<file path="src/rtl/cdec8_ctrl_pkg.sv">
// CDEC8 sequencer constants: state codes, control-word field encodings,
// ISA opcodes, the packed control word layout and small decode helpers.
package cdec8_ctrl_pkg;

  typedef enum logic [3:0] {
    S_IDLE = 4'h0,
    S_F0   = 4'h1,
    S_F1   = 4'h2,
    S_F2   = 4'h3,
    S_F3   = 4'h4,
    S_O0   = 4'h5,
    S_O1   = 4'h6,
    S_O2   = 4'h7,
    S_E0   = 4'h8,
    S_E1   = 4'h9,
    S_E2   = 4'hA,
    S_HALT = 4'hB
  } st_e;

  typedef enum logic [3:0] {
    XSRC_PC    = 4'h0,
    XSRC_A     = 4'h1,
    XSRC_B     = 4'h2,
    XSRC_C     = 4'h3,
    XSRC_R     = 4'h4,
    XSRC_RDR   = 4'h5,
    XSRC_FLG   = 4'h6,
    XSRC_FF    = 4'h7,
    XSRC_IPORT = 4'h8
  } xsrc_e;

  typedef enum logic [3:0] {
    XDST_PC    = 4'h0,
    XDST_A     = 4'h1,
    XDST_B     = 4'h2,
    XDST_C     = 4'h3,
    XDST_MAR   = 4'h4,
    XDST_WDR   = 4'h5,
    XDST_T     = 4'h6,
    XDST_I     = 4'h7,
    XDST_OPORT = 4'h8,
    XDST_NONE  = 4'hF
  } xdst_e;

  typedef enum logic [1:0] {
    MM_IDLE = 2'b00,
    MM_RD   = 2'b10,
    MM_WR   = 2'b01
  } mm_e;

  typedef enum logic [4:0] {
    ALU_THRU = 5'd0,
    ALU_ADD  = 5'd1,
    ALU_SUB  = 5'd2,
    ALU_AND  = 5'd3,
    ALU_OR   = 5'd4,
    ALU_INC  = 5'd5,
    ALU_DEC  = 5'd6
  } alu_e;

  localparam logic [3:0] OP_NOP = 4'h0;
  localparam logic [3:0] OP_LDI = 4'h1;
  localparam logic [3:0] OP_LDM = 4'h2;
  localparam logic [3:0] OP_ST  = 4'h3;
  localparam logic [3:0] OP_MOV = 4'h4;
  localparam logic [3:0] OP_ADD = 4'h5;
  localparam logic [3:0] OP_SUB = 4'h6;
  localparam logic [3:0] OP_AND = 4'h7;
  localparam logic [3:0] OP_OR  = 4'h8;
  localparam logic [3:0] OP_INC = 4'h9;
  localparam logic [3:0] OP_JMP = 4'hA;
  localparam logic [3:0] OP_JCC = 4'hB;
  localparam logic [3:0] OP_IN  = 4'hC;
  localparam logic [3:0] OP_OUT = 4'hD;
  localparam logic [3:0] OP_UND = 4'hE;
  localparam logic [3:0] OP_HLT = 4'hF;

  // 17-bit datapath control word, MSB first.
  typedef struct packed {
    mm_e   mm;
    logic  fwr;
    logic  rwr;
    xdst_e xdst;
    alu_e  aluop;
    xsrc_e xsrc;
  } ctrl_t;

  localparam ctrl_t CTRL_IDLE = '{mm: MM_IDLE, fwr: 1'b0, rwr: 1'b0,
                                  xdst: XDST_NONE, aluop: ALU_THRU,
                                  xsrc: XSRC_FF};

  // Register field as a bus source; 11 sources the 0xFF constant.
  function automatic xsrc_e reg_src(input logic [1:0] r);
    case (r)
      2'b00:   reg_src = XSRC_A;
      2'b01:   reg_src = XSRC_B;
      2'b10:   reg_src = XSRC_C;
      default: reg_src = XSRC_FF;
    endcase
  endfunction

  // Register field as a bus destination; 11 discards the value.
  function automatic xdst_e reg_dst(input logic [1:0] r);
    case (r)
      2'b00:   reg_dst = XDST_A;
      2'b01:   reg_dst = XDST_B;
      2'b10:   reg_dst = XDST_C;
      default: reg_dst = XDST_NONE;
    endcase
  endfunction

  // szcy = {S,Z,Cy}; cc: 00 Z, 01 Cy, 10 S, 11 !Z.
  function automatic logic jcc_taken(input logic [1:0] cc, input logic [2:0] szcy);
    case (cc)
      2'b00:   jcc_taken = szcy[1];
      2'b01:   jcc_taken = szcy[0];
      2'b10:   jcc_taken = szcy[2];
      default: jcc_taken = ~szcy[1];
    endcase
  endfunction

  function automatic alu_e alu_of(input logic [3:0] op);
    case (op)
      OP_SUB:  alu_of = ALU_SUB;
      OP_AND:  alu_of = ALU_AND;
      OP_OR:   alu_of = ALU_OR;
      default: alu_of = ALU_ADD;
    endcase
  endfunction

endpackage

</file>
<file path="src/rtl/cdec8_ctrl_if.sv">
// Sequencer <-> datapath/panel bundle.
//   run    : panel run enable
//   I      : instruction register from datapath
//   SZCy   : {S,Z,Cy} flags from datapath
//   ctrl   : 17-bit datapath control word
//   state  : {4'h0, st} for the debug monitor
//   halted : high while halted
interface cdec8_ctrl_if;
  logic        run;
  logic [7:0]  I;
  logic [2:0]  SZCy;
  logic [16:0] ctrl;
  logic [7:0]  state;
  logic        halted;

  modport master (output run, output I, output SZCy,
                  input  ctrl, input state, input halted);
  modport slave  (input  run, input I, input SZCy,
                  output ctrl, output state, output halted);
endinterface

</file>
<file path="src/rtl/cdec8_ctrl_dec.sv">
// Combinational decoder of the CDEC8 sequencer.
//   i_st      : current state
//   i_I       : instruction register
//   i_SZCy    : {S,Z,Cy} flags (only looked at in S_O2 for Jcc)
//   i_run     : run enable (only looked at on instruction boundaries)
//   o_ctrl    : control word for the current state (Moore: st and I only)
//   o_next_st : next state
module cdec8_ctrl_dec
  import cdec8_ctrl_pkg::*;
(
  input  st_e        i_st,
  input  logic [7:0] i_I,
  input  logic [2:0] i_SZCy,
  input  logic       i_run,
  output ctrl_t      o_ctrl,
  output st_e        o_next_st
);

  logic [3:0] w_op;
  logic [1:0] w_r;
  logic [1:0] w_rd;
  st_e        w_bnd;
  ctrl_t      w_ctrl;
  st_e        w_next;

  assign w_op  = i_I[7:4];
  assign w_r   = i_I[1:0];
  assign w_rd  = i_I[3:2];
  assign w_bnd = i_run ? S_F0 : S_IDLE;

  always_comb begin
    w_ctrl = CTRL_IDLE;
    w_next = i_st;
    case (i_st)
      S_IDLE: w_next = w_bnd;
      S_F0, S_O0: begin
        w_ctrl.xsrc = XSRC_PC;
        w_ctrl.xdst = XDST_MAR;
        if (i_st == S_F0) w_next = S_F1;
        else              w_next = S_O1;
      end
      S_F1, S_O1: begin
        w_ctrl.mm    = MM_RD;
        w_ctrl.xsrc  = XSRC_PC;
        w_ctrl.aluop = ALU_INC;
        w_ctrl.rwr   = 1'b1;
        if (i_st == S_F1) w_next = S_F2;
        else              w_next = S_O2;
      end
      S_F2: begin
        w_ctrl.xsrc = XSRC_R;
        w_ctrl.xdst = XDST_PC;
        w_next      = S_F3;
      end
      S_O2: begin
        w_ctrl.xsrc = XSRC_R;
        w_ctrl.xdst = XDST_PC;
        // A Jcc that is not taken ends here; the operand was only skipped.
        if (w_op == OP_JCC && !jcc_taken(w_r, i_SZCy)) w_next = w_bnd;
        else                                           w_next = S_E0;
      end
      S_F3: begin
        w_ctrl.xsrc = XSRC_RDR;
        w_ctrl.xdst = XDST_I;
        case (w_op)
          OP_NOP, OP_UND:                         w_next = w_bnd;
          OP_HLT:                                 w_next = S_HALT;
          OP_LDI, OP_LDM, OP_ST, OP_JMP, OP_JCC:  w_next = S_O0;
          default:                                w_next = S_E0;
        endcase
      end
      S_E0: begin
        w_next = w_bnd;
        case (w_op)
          OP_LDI: begin
            w_ctrl.xsrc = XSRC_RDR;
            w_ctrl.xdst = reg_dst(w_r);
          end
          OP_LDM, OP_ST: begin
            w_ctrl.xsrc = XSRC_RDR;
            w_ctrl.xdst = XDST_MAR;
            w_next      = S_E1;
          end
          OP_MOV: begin
            w_ctrl.xsrc = reg_src(w_r);
            w_ctrl.xdst = reg_dst(w_rd);
          end
          OP_ADD, OP_SUB, OP_AND, OP_OR: begin
            w_ctrl.xsrc = reg_src(w_r);
            w_ctrl.xdst = XDST_T;
            w_next      = S_E1;
          end
          OP_INC: begin
            w_ctrl.xsrc = reg_src(w_r);
            if (i_I[2]) w_ctrl.aluop = ALU_DEC;
            else        w_ctrl.aluop = ALU_INC;
            w_ctrl.rwr  = 1'b1;
            w_ctrl.fwr  = 1'b1;
            w_next      = S_E1;
          end
          OP_JMP, OP_JCC: begin
            w_ctrl.xsrc = XSRC_RDR;
            w_ctrl.xdst = XDST_PC;
          end
          OP_IN: begin
            w_ctrl.xsrc = XSRC_IPORT;
            w_ctrl.xdst = reg_dst(w_r);
          end
          OP_OUT: begin
            w_ctrl.xsrc = reg_src(w_r);
            w_ctrl.xdst = XDST_OPORT;
          end
          default: ;
        endcase
      end
      S_E1: begin
        w_next = w_bnd;
        case (w_op)
          OP_LDM: begin
            w_ctrl.mm = MM_RD;
            w_next    = S_E2;
          end
          OP_ST: begin
            // ST carries its source register in the I[3:2] slot.
            w_ctrl.xsrc = reg_src(w_rd);
            w_ctrl.xdst = XDST_WDR;
            w_next      = S_E2;
          end
          OP_ADD, OP_SUB, OP_AND, OP_OR: begin
            w_ctrl.xsrc  = XSRC_A;
            w_ctrl.aluop = alu_of(w_op);
            w_ctrl.rwr   = 1'b1;
            w_ctrl.fwr   = 1'b1;
            w_next       = S_E2;
          end
          OP_INC: begin
            w_ctrl.xsrc = XSRC_R;
            w_ctrl.xdst = reg_dst(w_r);
          end
          default: ;
        endcase
      end
      S_E2: begin
        w_next = w_bnd;
        case (w_op)
          OP_LDM: begin
            w_ctrl.xsrc = XSRC_RDR;
            w_ctrl.xdst = reg_dst(w_r);
          end
          OP_ST: w_ctrl.mm = MM_WR;
          OP_ADD, OP_SUB, OP_AND, OP_OR: begin
            w_ctrl.xsrc = XSRC_R;
            w_ctrl.xdst = XDST_A;
          end
          default: ;
        endcase
      end
      S_HALT:  w_next = S_HALT;
      default: w_next = S_IDLE;
    endcase
  end

  assign o_ctrl    = w_ctrl;
  assign o_next_st = w_next;

endmodule

</file>
<file path="src/rtl/cdec8_ctrl.sv">
// CDEC8 control unit: Moore fetch/execute sequencer driving the datapath
// control word, one state per clock.
//   clock   : system clock, state changes on posedge
//   reset_N : asynchronous active-low reset (to S_IDLE)
//   bus     : slave side of cdec8_ctrl_if (run, I, SZCy in; ctrl, state,
//             halted out)
module cdec8_ctrl
  import cdec8_ctrl_pkg::*;
(
  input  logic          clock,
  input  logic          reset_N,
  cdec8_ctrl_if.slave   bus
);

  st_e   r_st;
  st_e   w_next_st;
  ctrl_t w_ctrl;

  cdec8_ctrl_dec u_dec (
    .i_st      (r_st),
    .i_I       (bus.I),
    .i_SZCy    (bus.SZCy),
    .i_run     (bus.run),
    .o_ctrl    (w_ctrl),
    .o_next_st (w_next_st)
  );

  always_ff @(posedge clock or negedge reset_N) begin
    if (!reset_N) r_st <= S_IDLE;
    else          r_st <= w_next_st;
  end

  assign bus.ctrl   = w_ctrl;
  assign bus.state  = {4'h0, r_st};
  assign bus.halted = (r_st == S_HALT);

endmodule

</file>
<file path="src/flat_wrapper.sv">
// flat-port wrapper written by rule: the top's interface ports become plain ports
module cdec8_ctrl_flat import cdec8_ctrl_pkg::*;
  (clock, reset_N, bus_run, bus_I, bus_SZCy, bus_ctrl, bus_state, bus_halted);
  cdec8_ctrl_if bus_i ();
  input  logic clock;
  input  logic reset_N;
  input wire logic [$bits(bus_i.run)-1:0] bus_run;
  input wire logic [$bits(bus_i.I)-1:0] bus_I;
  input wire logic [$bits(bus_i.SZCy)-1:0] bus_SZCy;
  output wire logic [$bits(bus_i.ctrl)-1:0] bus_ctrl;
  output wire logic [$bits(bus_i.state)-1:0] bus_state;
  output wire logic [$bits(bus_i.halted)-1:0] bus_halted;
  assign bus_i.run = bus_run;
  assign bus_i.I = bus_I;
  assign bus_i.SZCy = bus_SZCy;
  assign bus_ctrl = bus_i.ctrl;
  assign bus_state = bus_i.state;
  assign bus_halted = bus_i.halted;
  cdec8_ctrl u_core (.clock(clock), .reset_N(reset_N), .bus(bus_i));
endmodule
</file>
<file path="config.mk">
export PLATFORM = sky130hd
export DESIGN_NAME = cdec8_ctrl_flat
export DESIGN_NICKNAME = d
export VERILOG_FILES = /design/src/rtl/cdec8_ctrl_pkg.sv /design/src/rtl/cdec8_ctrl_if.sv /design/src/rtl/cdec8_ctrl_dec.sv /design/src/rtl/cdec8_ctrl.sv /design/src/flat_wrapper.sv
export SDC_FILE = /design/constraint.sdc
export NUM_CORES = 1
export LEC_CHECK = 0
export CAP_MARGIN = 20
export CORE_ASPECT_RATIO = 2
export CORE_MARGIN = 5
export CORE_UTILIZATION = 46
export DETAILED_ROUTE_END_ITERATION = 8
export GPL_TIMING_DRIVEN = 0
export HOLD_SLACK_MARGIN = 0.12
export PLACE_DENSITY = 0.86
export SLEW_MARGIN = 5
export SYNTH_ARGS = -nofsm -noshare
export SYNTH_HDL_FRONTEND = slang
export SYNTH_HIERARCHICAL = 1
export SYNTH_SLANG_ARGS = --single-unit
</file>
<file path="constraint.sdc">
create_clock -name clock -period 3.1 [get_ports clock]
set_input_delay 0.775 -clock clock [delete_from_list [all_inputs] [get_ports clock]]
set_output_delay 0.775 -clock clock [all_outputs]
set_load 0.005 [all_outputs]
</file>
==> summary.md <==
| Metric | Value |
|---|---|
| Worst Clk Skew | approximately 0.0014 ns |
| Post-Syn Area | 0.00121 sq mm |
| RSZ-0062 raised after global routing | true |
| GRT Util Overall | 0.281 |
| Placement Setup Slack | -0.951 ns |
| H-tree depth | 1 |
| Area Growth Syn to Fin | 51.9% |
| Core Area | roughly 0.0025 sq mm |
| Max-cap violations | 0 |
| PwrDens | ~640 mW/mm^2 |
| Max FFs per register | 4 |
| Number of antenna violations at the first check in global routing | 0 |
| Worst Hold Class | primary input to async pin |
| Hold Vio Cnt, Final | 0 |
| Avg Cell Area, Syn | approximately 6.4 sq um |
| Maximum vdd ir drop | between 300 and 400 uV |
| Startpoint type of the worst setup path | primary input |
| Crit-path most repeated cell | dlygate4sd2_1 |
| CTS buffer count | 3 |
| Fin util | 0.722 |
| Fraction of registers with async set/reset | 1.00 |
| Routed WL | just over 5000 um |
| Library cells used by synthesis | 58 |
| Fin crit period | roughly 3.1 ns |
| Buffers on Ports | 31 |
| Clock root cell | clkbuf_8 |
| Hold_buf cts | 0 |
| Post-DP HPWL | roughly 3700 um |
| Yosys top cell area share | 0.0830 |
| Drt first-iter violations | between 100 and 150 |
| Initial Utilization | 0.475 |
| Tcrit/Tclk final | 0.993 |
| Max-slew violation count | 0 |
| Clk pin slew, worst setup/hold paths | 0.03 ns |
| Biggest registers after layout | u_core/r_st x4 |
| Finished Layout Cells | approximately 270 |
| CP Capture Type | primary output |
| Cell Count Post-Placement | between 200 and 300 |
| Rows | 26 |
| Type of the worst setup path | primary input to primary output |
| CTS max path bufs | 2 |
| Die ar. | between 0.003 and 0.004 sq mm |
| Slew headroom | 0.555 |
| DR vias | 1759 |
| CTS tree | done |
| Remaining DRCs | 0 |
| Die Height | between 80 and 90 um |
| Fmax achieved | approximately 320 MHz |
| Layout cells sized above 1 | 0.290 |
| FF+latch count, synth | 4 |
| CP max stage delay | 0.34 ns |
| Fin area | around 0.0018 sq mm |
| Clock sinks | 4 |
| Yosys top cell by area | dfrtp_1 |
| Worst-skew pair later-pin latency | approximately 0.22 ns |
| Crit-path max FO | 6 |
| Crit path DAT | between 2 and 2.5 ns |
| Wire per inst | ~19 um |
| Synth warn | 6 |
| Worst setup margin | roughly 0.022 ns |
| Final Wtd Congestion | just over 1 |
| Vias per Instance | 6.61 |
| Total grt overflow | 0 |
| Final-stage net count | 254 |
| Number of flops mapped to enable cells by yosys | 0 |
| Final setup vio count | 0 |
| First-pass GRT wire length | 7780 um |
| Die X | around 46 um |
| Post-DRT Antenna Nets | 0 |
| Largest net degree at the start of global routing | 13 |
| CP Data Required Time | roughly 2.3 ns |
| Pleak | approximately 0.73 nW |
| Number of global-route vias before repair | ~1700 |
| Placed Area | 0.00157 sq mm |
| Status | finished clean |
| Largest Register | u_core/r_st |
| Power Total | ~1.2 mW |
| Cell Chain, Critical Path | dlygate4sd2_1, nand2b_4, a21oi_2, a21oi_1, a22o_1, a221o_1, dlygate4sd2_1 |
| Syn Inst Count | about 190 |
| Antenna fix cells | 0 |
| Setup TNS | 0 ns |
| Area contributors post-synth | dfrtp_1 (8.3%), o21ai_0 (7.1%), nor2_1 (5.3%), nand2_1 (4.7%), a21oi_1 (4.6%) |
| 1st-pass router iterations | 5 |
| Ys flop type | dfrtp_1 |
| Slew @ Worst Pin | around 0.65 ns |
| Post-synthesis sequential area ratio | 0.0830 |
| CP max stage cell | a221o_1 |
| I/O pin cnt | 40 |
| Hold Slack | roughly 0.76 ns |
-- path summary, 6_finish.rpt --
path                           startpoint              to  slack, ns  cells past startpoint
max                              bus_I[1]     bus_ctrl[9]       0.02                      7
min                               reset_N  u_core/r_st[3]       0.76                      1
max reg2reg                u_core/r_st[0]  u_core/r_st[3]       1.11                      5
min reg2reg                u_core/r_st[0]  u_core/r_st[0]       0.91                      2
max in group asynchronous         reset_N  u_core/r_st[2]       2.17                      1
min in group clock         u_core/r_st[0]  u_core/r_st[0]       0.91                      2
-- area by class of cell --
cell class	count	area, sq um
repair buffers	44	372
inverters	5	22.5
clock buffers	3	41.3
plain buffers	22	164
fillers	222	706
flip-flops and latches	4	100
well taps	28	35.0
multi-input cells	160	1100
-- worst max-delay path: cells and delay by family --
family                 cells  cell delay [ns]
and+or+nand+nor            1             0.21
AOI/OAI and AO/OA          4             0.75
buffers and inverters      2             0.57
-- synth_stat cells, types with 3 or more instances --
cell and number:
clkbuf_1 7, nor2b_1 5, nand2_1 15, a21oi_1 11
o22ai_1 3, nor3_1 7, nor3b_1 4, dfrtp_1 4
o211ai_1 6, o21a_1 3, nor2_1 17, nand3_1 7
nand2b_1 4, buf_2 6, a31oi_1 6, nor4_1 3
o21ai_0 17, inv_1 3, buf_4 7
-- where the power goes --
| group | switching, mW | internal [mW] | total, mW | leakage [nW] |
|---|---|---|---|---|
| Combinational | 0.493 | 0.427 | 0.920 | 0.658 |
| Sequential | 0.0642 | 0.0767 | 0.141 | 0.0506 |
| Clock | 0.0307 | 0.0831 | 0.114 | 0.0216 |
| Total | 0.588 | 0.586 | 1.17 | 0.731 |
-- cells by family (layout without fill, tap and decap cells) --
group	Yosys count	count (layout)	share of synthesized area
other	2	6	0.00623
multiplexers	3	3	0.0259
buffers and inverters	28	74	0.121
AO/OA/AOI/OAI	71	71	0.399
AND/OR/NAND/NOR	79	79	0.357
XOR/XNOR	1	1	0.00726
flip-flops	4	4	0.0830
-- per-layer routing --
| layer | wire length [um] | global-route usage | vias to the layer above |
|---|---|---|---|
| met4 | 371 | 0.205 | 0 |
| met1 | 1690 | 0.284 | 777 |
| li1 | - | - | 808 |
| met5 | 0 | 0 | - |
| met3 | 390 | 0.0347 | 42 |
| met2 | 2620 | 0.493 | 132 |
-- what timing repair did --
| action | in CTS | in global routing |
|---|---|---|
| setup buffers | 9 | 3 |
| resized for setup | 69 | 23 |
| cloned | 1 | 0 |
| setup endpoints to repair | 15 | 11 |
| pin swaps | 7 | 2 |
-- layout by cell type (no fill, tap or decap), types with 2 or more instances in the layout --
master | synthesis | routed
nand3_1 | 7 | 7
clkbuf_4 | 0 | 3
buf_4 | 7 | 21
nand2_1 | 15 | 13
a21oi_1 | 11 | 10
nand2b_1 | 4 | 2
nand4b_1 | 2 | 2
clkbuf_8 | 0 | 3
nor2_2 | 1 | 2
o21ai_0 | 17 | 13
buf_2 | 6 | 6
o21a_1 | 3 | 3
a22o_1 | 2 | 2
o21ai_4 | 0 | 2
inv_1 | 3 | 2
o22ai_1 | 3 | 3
a211oi_1 | 2 | 2
or3_1 | 2 | 2
nor2b_4 | 0 | 2
and3_1 | 2 | 2
dlygate4sd2_1 | 0 | 7
clkbuf_2 | 0 | 3
nand2_2 | 0 | 2
nor2_1 | 17 | 16
conb_1 | 2 | 6
nor2b_1 | 5 | 2
and2_1 | 2 | 2
a31oi_1 | 6 | 6
o31a_1 | 2 | 2
o21ai_1 | 0 | 2
buf_6 | 1 | 5
nand4_1 | 2 | 2
dfrtp_1 | 4 | 4
nor4_1 | 3 | 3
nor3_1 | 7 | 5
clkbuf_1 | 7 | 3
clkdlybuf4s15_1 | 0 | 2
clkdlybuf4s50_1 | 0 | 15
nor3b_1 | 4 | 2
o211ai_1 | 6 | 6
(Power assumes the default switching activity.)
